### src/rtl/ram_arb_pkg.sv
// Shared types for the RAM data-port arbiter: FSM states and master indices.
package ram_arb_pkg;

  typedef enum logic [1:0] {
    IDLE = 2'd0,
    OWN0 = 2'd1,
    OWN1 = 2'd2
  } arb_state_e;

  localparam logic M0 = 1'b0;
  localparam logic M1 = 1'b1;

endpackage

### src/rtl/rr_pick2.sv
// Combinational two-way round-robin picker; the master not granted last wins a tie.
module rr_pick2
  import ram_arb_pkg::*;
(
  input  logic [1:0] req,
  input  logic       last,
  output logic [1:0] gnt
);

  always_comb begin
    gnt = '0;
    if (req[0] && (!req[1] || last == M1)) gnt[0] = 1'b1;
    else if (req[1])                       gnt[1] = 1'b1;
  end

endmodule

### src/rtl/ram_port_arbiter.sv
// Shares the RAM data port between the load/store unit (M0) and the loader/debug
// engine (M1) with round-robin arbitration, lockable ownership and registered reads.
module ram_port_arbiter
  import ram_arb_pkg::*;
#(
  parameter int ADDR_WIDTH = 16,
  parameter int DATA_WIDTH = 32
) (
  input  logic                  clock,
  input  logic                  reset,
  input  logic                  m0_req,
  input  logic                  m0_lock,
  input  logic                  m0_we,
  input  logic [ADDR_WIDTH-1:0] m0_addr,
  input  logic [DATA_WIDTH-1:0] m0_wdata,
  output logic                  m0_gnt,
  output logic                  m0_rvalid,
  output logic [DATA_WIDTH-1:0] m0_rdata,
  input  logic                  m1_req,
  input  logic                  m1_lock,
  input  logic                  m1_we,
  input  logic [ADDR_WIDTH-1:0] m1_addr,
  input  logic [DATA_WIDTH-1:0] m1_wdata,
  output logic                  m1_gnt,
  output logic                  m1_rvalid,
  output logic [DATA_WIDTH-1:0] m1_rdata,
  output logic [ADDR_WIDTH-1:0] mem_address,
  output logic [DATA_WIDTH-1:0] mem_write_data,
  output logic                  mem_wEn,
  input  logic [DATA_WIDTH-1:0] mem_read_data
);

  arb_state_e state;
  logic       last;
  logic [1:0] pick;
  logic [1:0] gnt;

  rr_pick2 u_pick (
    .req  ({m1_req, m0_req}),
    .last (last),
    .gnt  (pick)
  );

  // An owner is served whenever it requests; the other master is shut out.
  always_comb begin
    gnt = '0;
    case (state)
      IDLE:    gnt = pick;
      OWN0:    gnt[0] = m0_req;
      OWN1:    gnt[1] = m1_req;
      default: gnt = '0;
    endcase
  end

  assign m0_gnt = gnt[0];
  assign m1_gnt = gnt[1];

  assign mem_address    = gnt[1] ? m1_addr  : m0_addr;
  assign mem_write_data = gnt[1] ? m1_wdata : m0_wdata;
  // Gated by reset so an asserted reset kills a write before the edge lands.
  assign mem_wEn        = reset & ((gnt[0] & m0_we) | (gnt[1] & m1_we));

  always_ff @(posedge clock or negedge reset) begin
    if (!reset) begin
      state     <= IDLE;
      last      <= M1;
      m0_rvalid <= 1'b0;
      m1_rvalid <= 1'b0;
      m0_rdata  <= '0;
      m1_rdata  <= '0;
    end else begin
      m0_rvalid <= gnt[0] & ~m0_we;
      m1_rvalid <= gnt[1] & ~m1_we;
      if (gnt[0] && !m0_we) m0_rdata <= mem_read_data;
      if (gnt[1] && !m1_we) m1_rdata <= mem_read_data;

      if (gnt[0])      last <= M0;
      else if (gnt[1]) last <= M1;

      case (state)
        IDLE: begin
          if (gnt[0])      state <= m0_lock ? OWN0 : IDLE;
          else if (gnt[1]) state <= m1_lock ? OWN1 : IDLE;
        end
        OWN0: begin
          if (m0_req)        state <= m0_lock ? OWN0 : IDLE;
          else if (!m0_lock) state <= IDLE;
        end
        OWN1: begin
          if (m1_req)        state <= m1_lock ? OWN1 : IDLE;
          else if (!m1_lock) state <= IDLE;
        end
        default: state <= IDLE;
      endcase
    end
  end

endmodule

### config.mk
export PLATFORM = sky130hd
export DESIGN_NAME = ram_port_arbiter
export DESIGN_NICKNAME = d
export VERILOG_FILES = /design/src/rtl/ram_arb_pkg.sv /design/src/rtl/rr_pick2.sv /design/src/rtl/ram_port_arbiter.sv
export SDC_FILE = /design/constraint.sdc
export NUM_CORES = 1
export LEC_CHECK = 0
export BUFFER_PORTS_ARGS = -buffer_cell sky130_fd_sc_hd__buf_2
export CAP_MARGIN = 20
export CORE_AREA = 2 2 98 100
export CTS_BUF_LIST = sky130_fd_sc_hd__clkbuf_8
export CTS_CLUSTER_SIZE = 24
export DETAILED_ROUTE_END_ITERATION = 7
export DIE_AREA = 0 0 100 102
export PLACE_DENSITY = 0.73
export SYNTH_ARGS = -nofsm -noshare
export SYNTH_HDL_FRONTEND = slang
export SYNTH_SLANG_ARGS = --single-unit
export TNS_END_PERCENT = 10
### constraint.sdc
create_clock -name clock -period 1.7 [get_ports clock]
set_input_delay 0.17 -clock clock [delete_from_list [all_inputs] [get_ports clock]]
set_output_delay 0.17 -clock clock [all_outputs]
set_load 0.05 [all_outputs]
; Word level (Yosys, flattened, before mapping)
; Cells that the tools add are included.
[totals]
regBits = 69
latch_bits = 0
ram_bits = 0
rom_bits = 0
in_bits = 136
output_inout_bits = 117
word_cells = 47
n_memories = 0
[op_classes]
add_sub_neg = 0
mul = 0
n_div = 0
n_lt_le_gt_ge = 0
n_eq_ne = 5
n_shift = 0
n_mux = 18
bitwise_logic = 8
reduce_logical = 10
[op_table]
columns = op, count
row1 = $mux 32, 1
row2 = $mux 16, 1
row3 = $mux 2, 7
row4 = $ne 3x3->1 const B, 3
row5 = $mux 1, 6
row6 = $pmux 2 s3, 1
row7 = $and 1x1->1, 5
row8 = $pmux 1 s2, 2
row9 = $logic_and 1x1->1, 3
row10 = $logic_not 1->1, 3
row11 = $reduce_and 3->1, 1
row12 = $eq 2x1->1 const B, 1
row13 = $eq 2x2->1 const B, 1
row14 = $logic_not 2->1, 1
row15 = $not 1->1, 2
row16 = $reduce_bool 2->1, 1
row17 = $logic_or 1x1->1, 1
row18 = $or 1x1->1, 1

; Logic depth before layout (Yosys ltp)
; Gate-level depths: netlist of run 1.
[logic_depth]
depth_word = 8
depth_mapped = 4
mapped_depth_nobuf = 4

; Hierarchy
; A second synthesis of run 1 with hierarchy kept.
[hier_totals]
cells_unflattened = 214
area_unflattened_um2 = 3329.4
[by_module_without_submodules]
columns = mod, n_inst, cells_each, area_per_inst_um2, seq_area_each_um2
row1 = ram_port_arbiter, 1, 211, 3310.7, 1727.9
row2 = rr_pick2, 1, 3, 18.8, 0.0

; Worst setup path before layout of run 1
; OpenSTA, ideal clock, no wires.
[synth_path]
kind = reg-to-output
startpoint = reg state[0]
endpoint = out mem_wEn
arrival_ns = 1.670
required_ns = 1.530
path_slack_ns = -0.140
path_stages_with_launch = 5
n_path_buf = 1
path_cell_list = dfrtp_1 and2b_2 nand2_2 buf_6 o22ai_1
[synth_between]
elab_chain_cells = 5
elab_cells_between_ends = 9
classes_between = 2 x eq/ne / 2 x mux / 4 x bitwise / 1 x reduce/logical
[synth_rtl]
columns = item, line_no
row1 = "start, declared", ram_port_arbiter.sv:33  ; arb_state_e state;
row2 = "start signal, assigned", ram_port_arbiter.sv:82  ; if (gnt[0]) state <= m0_lock ? OWN0 : IDLE;
row3 = "start signal, assigned", ram_port_arbiter.sv:83  ; else if (gnt[1]) state <= m1_lock ? OWN1 : IDLE;
row4 = "start signal, assigned", ram_port_arbiter.sv:86  ; if (m0_req) state <= m0_lock ? OWN0 : IDLE;
row5 = "$eq 2x1->1, or another cell as far along", ram_port_arbiter.sv:47  ; case (state)
row6 = $pmux 1 s2, ram_port_arbiter.sv:47
row7 = $and 1x1->1, ram_port_arbiter.sv:61  ; assign mem_wEn = reset & ((gnt[0] & m0_we) | (gnt[1] & m1_we));
row8 = $or 1x1->1 *, ram_port_arbiter.sv:61
row9 = $and 1x1->1 *, ram_port_arbiter.sv:61
row10 = "end, declared", ram_port_arbiter.sv:29  ; output logic mem_wEn,
; Mark *: on every way between the ends. The rest lies on a longest branch, timed or not.

; Worst setup path after layout of run 1
[layout_path]
startpoint = reg last
endpoint = out mem_write_data[31]
[layout_between]
elab_chain_cells = 5
[layout_rtl]
columns = item, line_no
row1 = "start, declared", ram_port_arbiter.sv:34  ; logic last;
row2 = "start signal, assigned", ram_port_arbiter.sv:66  ; last <= M1;
row3 = "start signal, assigned", ram_port_arbiter.sv:77  ; if (gnt[0]) last <= M0;
row4 = "start signal, assigned", ram_port_arbiter.sv:78  ; else if (gnt[1]) last <= M1;
row5 = $logic_or 1x1->1, rr_pick2.sv:12  ; if (req[0] && (!req[1] || last == M1)) gnt[0] = 1'b1;
row6 = $logic_and 1x1->1, rr_pick2.sv:12
row7 = $mux 1, rr_pick2.sv:12
row8 = $pmux 1 s2, ram_port_arbiter.sv:47
row9 = $mux 32, ram_port_arbiter.sv:59  ; assign mem_write_data = gnt[1] ? m1_wdata : m0_wdata;
row10 = "end, declared", ram_port_arbiter.sv:28  ; output logic [DATA_WIDTH-1:0] mem_write_data,
; No other way between the ends.

==> metrics.txt, run 1 <==
Synth Area per Inst=15.2 um2; critical path class=flip-flop to primary output; Simple-Gate Fraction of Synth Area=2.65%; H-tree depth=3; Port Buf Inserts=around 250; fraction of synthesized area in multiplexers=38.7%; Chip Height=102 um; sequential fraction of the synthesis area=between 50% and 60%; Syn-to-layout area delta=64.5%; GR Util All Layers=21.0%; slowest cell delay on critical path=approximately 0.56 ns; post-synthesis xor/xnor area fraction=0%; Die ar.=10,200 um2; slowest CP cell=dfstp_2; clk slew on worst S/H paths=0.09 ns; final setup vio count=49; CTS tree=built; Peak VDD IR=0.000973 V; most common cell after layout, fill and taps aside=buf_2; leakage=about 2.8 nW; Setup WS post-layout=-0.293 ns; placed cells=577; Crit path arrival time=1.82 ns; global-route wire length before repair=16,100 um; hold crit path type=primary input to flip-flop; fmax=0.502 GHz; Yosys cell types=20; Total Wirelength=roughly 11,000 um; vias per inst=4.81; Routed WL per cell=19.1 um; clk sinks=69; largest family of logic cells by synthesized area=multiplexers; adder-cell area share of the yosys netlist=0%; synth top area cells=dfrtp_1, mux2_2, mux2_1, buf_6, dfstp_2; largest net degree at the start of global routing=60; CP startpoint kind=flip-flop; Post-DRT Antenna Nets=0; Finished Layout Cells=596; Slew HR=51.4%; fin nets=615; RSZ-0062 raised after global routing=true; worst skew pair latency=0.34 ns; delay-heaviest family, CP=flip-flops; vias in the first global route=between 3,000 and 4,000; crit end category=primary output; Layout Skew=between 0.01 and 0.015 ns; I/O pin total=253; initial core utilization=35.8%; synthesized cell area=3260 um2; crit-path max FO=20; Pwr Density=1460 nW/um2; Max clock buf depth=2; fin area=between 5000 and 6000 um2; Initial DRC Count=100; Synth Instances=214; cell type with the highest aggregate area in the netlist=dfrtp_1; Tightest Pin Transition=0.730 ns; Via Count=2,864; DRC viols=0; Slew Viols, Final=0; DP HPWL=8400 um; Core Box Area=9110 um2; Root Driver=clkbuf_8; clock buffer count from CTS=9; failing checks=setup timing; CP cell instances=nand3b_4, nand2_8, buf_12, mux2_2, buf_6; final hold vios=0; fillcell total=731; Max Cap Viol=0; placed inst area=4710 um2; period utilization=117%; Yosys reg bits=69; Yosys top cell area share=52.2%; CP required=1.53 ns; Syn. warnings=0; Final min period=between 1.5 and 2 ns; antenna violations before repair=4; GP Congestion=approximately 0.88; Die Wd=around 100 um; Syn Nets=350; TritonRoute pass-1 iters=4; CP bufs+invs=2; Compound-Gate Fraction of Synth Area=1.61%; fraction of layout cells with a size suffix above 1=75.8%; FP Rows=35; total gr overflow=0; status=finished, violations left; most frequent cells in the layout=buf_2, dfrtp_1, mux2_2
-- worst paths after layout --
check	depth (start not counted)	from	end	slack (ns)
max	5	last	mem_write_data[31]	-0.29
min	2	mem_read_data[2]	m1_rdata[2]	0.05
max reg2reg	5	state[0]	m0_rdata[17]	0.06
min reg2reg	1	m1_rdata[13]	m1_rdata[13]	0.49
max in group asynchronous	3	reset	m0_rdata[1]	0.36
min in group asynchronous	2	reset	state[1]	0.28
-- layout make-up --
cell class | instances | area (um2) | share of cell area, %
timing repair buffer | 265 | 1770 | 33.0
sequential | 69 | 1730 | 32.2
multi-input combinational | 129 | 1520 | 28.4
tap | 111 | 139 | 2.59
clock buffer | 9 | 124 | 2.31
clock inverter | 7 | 56.3 | 1.05
inverter | 5 | 18.8 | 0.350
antenna | 1 | 2.50 | 0.0467
-- flip-flops by register name (all words and copies together), names as in the netlist --
signal     cells
m0_rdata      32
m1_rdata      32
state          2
last           1
m0_rvalid      1
m1_rvalid      1
-- repair_timing --
action / CTS / global route
gates cloned: 1 / 0
endpoints found under the setup margin: 51 / 51
hold buffers: 1 / 0
gates resized for setup: 107 / 24
pin swaps: 1 / 0
hold endpoints to repair: 9 / 0
setup buffers: 0 / 0
-- cells in the mapped netlist --
master,number
a21oi_1,1
and2b_1,1
and2b_2,1
buf_4,3
buf_6,8
dfrtp_1,68
dfstp_2,1
inv_1,5
mux2_1,33
mux2_2,79
nand2_1,3
nand2_2,1
nand2b_1,1
nand3b_2,1
nand3b_4,1
nor3b_1,2
o211ai_4,1
o21a_1,2
o21ai_0,1
o22ai_1,1
-- metal layers --
| layer | part of all wire, % | routed length (um) | GRT usage, % | vias to the layer above |
|---|---|---|---|---|
| li1 | - | - | - | 1300 |
| met1 | 38 | 4290 | 23.8 | 1376 |
| met2 | 49 | 5630 | 34.8 | 148 |
| met3 | 9.5 | 1090 | 9.44 | 34 |
| met4 | 2.9 | 332 | 8.96 | 6 |
| met5 | 0.43 | 49 | 0 | - |
-- cells by family after synthesis --
group,count (synthesis)
DFF,69
AOI/OAI and AO/OA,6
and+or+nand+nor,11
muxes,112
buffers and inverters,16
-- metrics by stage --
stage	worst slack [ns]	TNS, ns	hold WS (ns)	util [%]	power [mW]
finish	-0.293	-12.64	0.0471	58.9	7.83
global route	-0.353	-15.93	0.0284	58.9	8.16
detailed placement	-0.00114	-0.00114	0.0983	51.7	6.32
CTS	-0.317	-13.86	0.0299	57.9	7.83
global placement	0.0336	0	0.0932	51.7	6.24
floorplan	-0.0102	-0.0410	-0.126	-	5.28
-- report_power, final --
group          switching [mW]  internal (mW)  total, mW
Sequential              0.228           2.11       2.34
Clock                   0.671          0.549       1.22
Combinational            2.95           1.32       4.27
Power figures use the tool's default switching activity.
==> run 2, diff against run 1 <==
BUFFER_PORTS_ARGS = not set   (was -buffer_cell sky130_fd_sc_hd__buf_2)
CORE_AREA = 2 2 99 101   (was 2 2 98 100)
DIE_AREA = 0 0 101 103   (was 0 0 100 102)
DONT_BUFFER_PORTS = 1   (was not set)
PLACE_DENSITY = not set   (was 0.73)
==> run 2 against run 1 <==
  * The run ends with hold timing, setup timing left
  * Power shrank 8.4%
  * Via count shrank 29%
  * Clock power is essentially flat
  * Clock-buffer cell count is the same
  * Fmax grew 2.5%
  * Core utilization shrank 13 points
  * Cell count shrank 35%
  * Die area grew 2.0%
  * Sequential power grew 74%
  * Register-to-register slack lost 0.06 ns
  * Global-route usage shrank 2.9 points
  * Critical endpoint is now mem_address[0]
  * Highest routed layer is now met4
==> metrics.txt, run 2 (synthesized netlist as in run 1, its figures left out) <==
fillcell total=838 (+15%); slowest CP cell=dfstp_2; hold crit path type=primary input to asynchronous set/reset pin; setup TNS=-9.63 ns (+3.01 ns); slowest cell delay on critical path=0.56 ns (about the same); Syn-to-layout area delta=33.9%; clk sinks=69 (unchanged); Layout Skew=0.0107 ns (+0.000422 ns); Slew HR=65.2% (+14 points); Finished Layout Cells=389 (-35%); Die ar.=10,400 um2 (+2.0%); DRC viols=0 (unchanged); FF+latch area=1730 um2 (unchanged); switch share=51.4% (+2.3 points); GP Congestion=0.744 (-15%); crit-path max FO=7 (-65%); DP HPWL=7400 um (-12%); Comb power frac=25.7% (-29 points); failing checks=hold timing, setup timing; largest net degree at the start of global routing=72 (+20%); fin area=4360 um2 (-19%); vias per inst=5.23 (+8.8%); clk slew on worst S/H paths=0.09 ns (about the same); Chip Height=103 um (+0.98%); Pwr Density=1640 nW/um2 (+13%); Root Driver=clkbuf_8; RSZ-0062 raised after global routing=true; total gr overflow=0 (unchanged); Initial DRC Count=42 (-58%); status=finished, violations left; Tightest Pin Transition=0.523 ns (-0.207 ns); leakage=2.04 nW (-27%); P_sw=3.69 mW (-4.1%); final hold vios=69 (+69); Die Wd=101 um (+1.0%); final core utilization=46.1% (-13 points); worst skew pair latency=0.34 ns (about the same); multi-input logic area=1650 um2 (+8.3%); global-route wire length before repair=13,500 um (-16%); Routed WL per cell=26.6 um (+39%); final setup vio count=50 (+2.0%); Post-DRT Antenna Nets=0 (unchanged); most frequent cells in the layout=dfrtp_1, mux2_4, dlygate4sd3_1; r2r setup slk=0 ns (-0.06 ns); clock buffer count from CTS=9 (unchanged); clock group share of total power=17.5% (+1.9 points); antenna violations before repair=1 (-3); Peak VDD IR=0.000948 V (-2.6%); Total Wirelength=10,300 um (-9.1%); internal power=3.48 mW (-12%); FF-to-FF End=m1_rdata[31]; GR Util All Layers=18.2% (-2.9 points); Core Box Area=9460 um2 (+3.8%); Via Count=2,033 (-29%); crit end category=primary output; TritonRoute pass-1 iters=4 (unchanged); biggest regs=m0_rdata: 32 flops, m1_rdata: 32 flops, state: 2 flops; critical path class=flip-flop to primary output; Setup WS post-layout=-0.244 ns (+0.0489 ns); placed inst area=3450 um2 (-27%); CP startpoint kind=flip-flop; FP Rows=36 (+2.9%); Crit path arrival time=1.77 ns (-0.05 ns); Reg power frac=56.8% (+27 points); initial core utilization=34.5% (-1.3 points); Slew Viols, Final=0 (unchanged); fin nets=405 (-34%); placed cells=331 (-43%); # hold bufs at CTS=34 (+33); Setup WS pre-CTS=-0.00836 ns (-0.00721 ns); worst hold slack=-0.483 ns (-0.530 ns); CTS tree=built; CP cell instances=nand3b_4, nand2_8, buf_12, mux2_4, buf_8; Overall Power=7.17 mW (-8.4%); CP required=1.53 ns (about the same); I/O pin total=253 (unchanged); Port Buf Inserts=0 (-100%); H-tree depth=3 (unchanged); most common cell after layout, fill and taps aside=dfrtp_1; Final min period=1.94 ns (-0.0489 ns); period utilization=114% (-2.9 points); Max clock buf depth=2 (unchanged); Worst R2R Path Depth=6 (+1); Max Cap Viol=0 (unchanged); vias in the first global route=2,147 (-31%); fmax=0.514 GHz (+2.5%); fraction of layout cells with a size suffix above 1=49.6% (-26 points); Reg-to-Reg Start=last
==> run 2: changes by cell type in the layout (fill, tap and decap cells not counted), moves of 2 or more <==
cell,change
buf_6,-44
dlygate4sd3_1,+33
mux2_2,-22
buf_2,-201
mux2_1,-9
mux2_4,+31
inv_6,-2
==> run 2: power by group through the flow <==
stage | logic [mW] | registers (mW) | clock network (mW)
2_1_floorplan | 1.29 | 4.00 | 0
3_3_place_gp | 1.44 | 4.11 | 0
3_5_place_dp | 1.47 | 4.12 | 0
4_1_cts | 1.83 | 4.09 | 1.30
5_1_grt | 1.93 | 4.14 | 1.39
6_report | 1.84 | 4.08 | 1.25
==> run 2: per-layer routing <==
metal | global-route usage [%] | share of wire [%] | routed length (um) | vias up
met5 | 0 | 0 | 0 | -
met4 | 4.99 | 0.57 | 59 | 0
met3 | 5.83 | 9.3 | 963 | 7
met2 | 31.2 | 52 | 5420 | 125
met1 | 22.1 | 38 | 3900 | 1027
li1 | - | - | - | 874
==> run 2: how the worst max path moves through the flow <==
stage / depth (start not counted) / to / slack (ns) / startpoint
after global routing: 5 / mem_address[0] / -0.30 / last
after detailed placement: 5 / mem_address[3] / -0.008 / last
after floorplan: 4 / mem_address[0] / -0.01 / last
after global placement: 5 / mem_address[3] / 0.03 / last
after CTS: 5 / mem_write_data[29] / -0.28 / last
final: 5 / mem_address[0] / -0.24 / last
==> run 2: worst max-delay path, delay by kind of cell (launching register included) <==
| kind | cells | cell delay [ns] |
|---|---|---|
| buffers and inverters | 2 | 0.30 |
| and+or+nand+nor | 2 | 0.25 |
| DFF | 1 | 0.56 |
| muxes | 1 | 0.32 |
==> run 2: repair_timing <==
item / 4_1_cts / 5_1_grt
cloned: 3 / 1
endpoints found under the hold margin: 135 / 69
gates resized for setup: 65 / 10
pin swaps: 2 / 3
setup endpoints to repair: 51 / 64
setup buffers: 4 / 1
==> run 2: final cells by class <==
class                      count  area share, %
antenna                        1         0.0574
clock buffer                   9           2.84
clock inverter                 7           1.32
inverter                       5          0.430
multi-input combinational    129           37.8
sequential                    69           39.6
tap                          114           3.27
timing repair buffer          55           14.7
==> run 3, diff against run 2 <==
==> constraint.sdc (replaced) <==
create_clock -name clock -period 1.7 [get_ports clock]
set_input_delay 0.34 -clock clock [delete_from_list [all_inputs] [get_ports clock]]
set_output_delay 0.34 -clock clock [all_outputs]
set_load 0.05 [all_outputs]
==> run 3 against run 2 <==
  * The run still ends with hold timing, setup timing left
  * Non-clock buffer count fell by 38
  * First-iteration DRC count down 21%
  * Critical path depth fell by 1
  * Design area shrank 7.5%
  * Sequential share of layout area grew 3.2 points
  * Wire length is 15% lower
  * Largest power group unchanged
  * Register-to-register slack improved by 0.13 ns
  * Clock-buffer cell count increased by 1
==> metrics.txt, run 3 (synthesized netlist as in run 1, its figures left out) <==
fmax=0.485 GHz (-5.7%); CP required=1.36 ns (-0.17 ns); Reg-to-Reg Start=state[0]; CTS tree=built; Setup WS post-layout=-0.363 ns (-0.118 ns); FP Rows=36 (unchanged); crit end category=primary output; status=finished, violations left; Pwr Density=1820 nW/um2 (+11%); Root Driver=clkbuf_8; H-tree depth=3 (unchanged); P_sw=3.52 mW (-4.5%); slowest CP cell=dfstp_2; Max Cap Viol=0 (unchanged); met3 wire len=1290 um (+33%); r2r setup slk=0.13 ns (+0.13 ns); CP startpoint kind=flip-flop; Core Box Area=9460 um2 (unchanged); Critical Path Sink=mem_write_data[31]; fraction of layout cells with a size suffix above 1=52.1% (+2.5 points); Setup WS pre-CTS=-0.0121 ns (-0.00378 ns); Post-DRT Antenna Nets=0 (unchanged); Crit path arrival time=1.72 ns (-0.05 ns); met2 wire len=3980 um (-27%); DP HPWL=6720 um (-9.1%); Layout Skew=0.00677 ns (-0.00389 ns); Reg power frac=55.2% (-1.6 points); worst skew pair latency=0.34 ns (about the same); Syn-to-layout area delta=23.8%; most common cell after layout, fill and taps aside=dfrtp_1; GR Util All Layers=15.0% (-3.2 points); vias in the first global route=1,840 (-14%); switch share=47.8% (-3.6 points); Slew HR=66.0% (+0.84 points); internal power=3.84 mW (+10%); Post-CTS Setup Bufs=0 (-4); DRT met1 WL=3440 um (-12%); GP Congestion=0.718 (-3.6%); Overall Power=7.37 mW (+2.7%); vias per inst=5.34 (+2.2%); global-route wire length before repair=11,100 um (-18%); total gr overflow=0 (unchanged); antenna violations before repair=1 (unchanged); final hold vios=69 (unchanged); failing checks=hold timing, setup timing; Comb power frac=22.6% (-3.1 points); Die Wd=101 um (unchanged); DRC viols=0 (unchanged); crit-path max FO=13 (+6); Die ar.=10,400 um2 (unchanged); fin nets=367 (-9.4%); Port Buf Inserts=0 (unchanged); clk slew on worst S/H paths=0.08 ns (about the same); Worst Setup SP=last; period utilization=121% (+7.0 points); Via Count=1,874 (-7.8%); worst hold slack=-0.312 ns (+0.170 ns); Max clock buf depth=2 (unchanged); clk sinks=69 (unchanged); Worst R2R Path Depth=5 (-1); highest routing layer actually used=met4; most frequent cells in the layout=dfrtp_1, mux2_4, mux2_2; slowest cell delay on critical path=0.55 ns (about the same); Peak VDD IR=0.000993 V (+4.8%); initial core utilization=34.5% (unchanged); RSZ-0062 raised after global routing=true; clock buffer count from CTS=9 (unchanged); critical path class=flip-flop to primary output; leakage=1.88 nW (-7.7%); FF-to-FF End=m0_rdata[28]; final setup vio count=51 (+2.0%); biggest regs=m0_rdata: 32 flops, m1_rdata: 32 flops, state: 2 flops; hold crit path type=primary input to asynchronous set/reset pin; TritonRoute pass-1 iters=4 (unchanged); Chip Height=103 um (unchanged); Routed WL per cell=25.0 um (-6.1%); Total Wirelength=8760 um (-15%); CP cell instances=nand3b_4, nand2_8, clkbuf_16, mux2_4; clock group share of total power=22.2% (+4.7 points); Final min period=2.06 ns (+0.118 ns); I/O pin total=253 (unchanged); Slew Viols, Final=0 (unchanged); largest net degree at the start of global routing=72 (unchanged); Tightest Pin Transition=0.510 ns (-0.0126 ns); Initial DRC Count=33 (-21%)
[run 3: power by group through the flow]
stage	Sequential, mW	Clock, mW	Combinational (mW)
after floorplan	4.00	0	1.45
after global placement	4.10	0	1.60
after detailed placement	4.11	0	1.62
after CTS	4.07	1.71	1.63
after global routing	4.12	1.78	1.76
final	4.06	1.64	1.67
[run 3: repair_timing]
action                                 CTS  global route
setup endpoints to repair               51            51
gates resized for setup                  3             3
pin swaps                                0             1
endpoints found under the hold margin   69            69
cloned                                   0             2
[run 3: critical path: cells and delay by family (launching register included)]
| kind | cells | cell delay, ns |
|---|---|---|
| muxes | 1 | 0.39 |
| buffers and inverters | 1 | 0.20 |
| DFF | 1 | 0.55 |
| and+or+nand+nor | 2 | 0.24 |
[run 3: how the worst min path moves through the flow]
stage / start / to
2_1_floorplan: reset / m0_rdata[0]
3_3_place_gp: reset / m1_rdata[26]
3_5_place_dp: reset / m0_rdata[23]
4_1_cts: reset / m1_rdata[18]
5_1_grt: reset / m0_rdata[3]
6_report: reset / m0_rdata[13]
[run 3: area by class of cell]
cell class	count	area (um2)
fillers	855	5420
clock buffers	10	138
flip-flops and latches	69	1730
diodes	1	2.50
multi-input cells	129	1620
repair buffers	17	273
well taps	114	143
clock inverters	6	110
inverters	5	18.8
[run 3: routing by layer]
layer / up-vias / global-route usage [%]
met3: 7 / 11.7
met4: 0 / 2.49
met2: 121 / 21.6
met5: - / 0
li1: 796 / -
met1: 950 / 18.0
[run 3: metrics by stage]
stage	TNS, ns	cell area (um2)	cells	util [%]
floorplan	-0.324	3490	214	-
global placement	0	3710	332	39.2
detailed placement	-0.148	3710	332	39.2
CTS	-19.12	3970	348	41.9
global route	-20.20	4040	351	42.7
finish	-17.03	4040	351	42.7
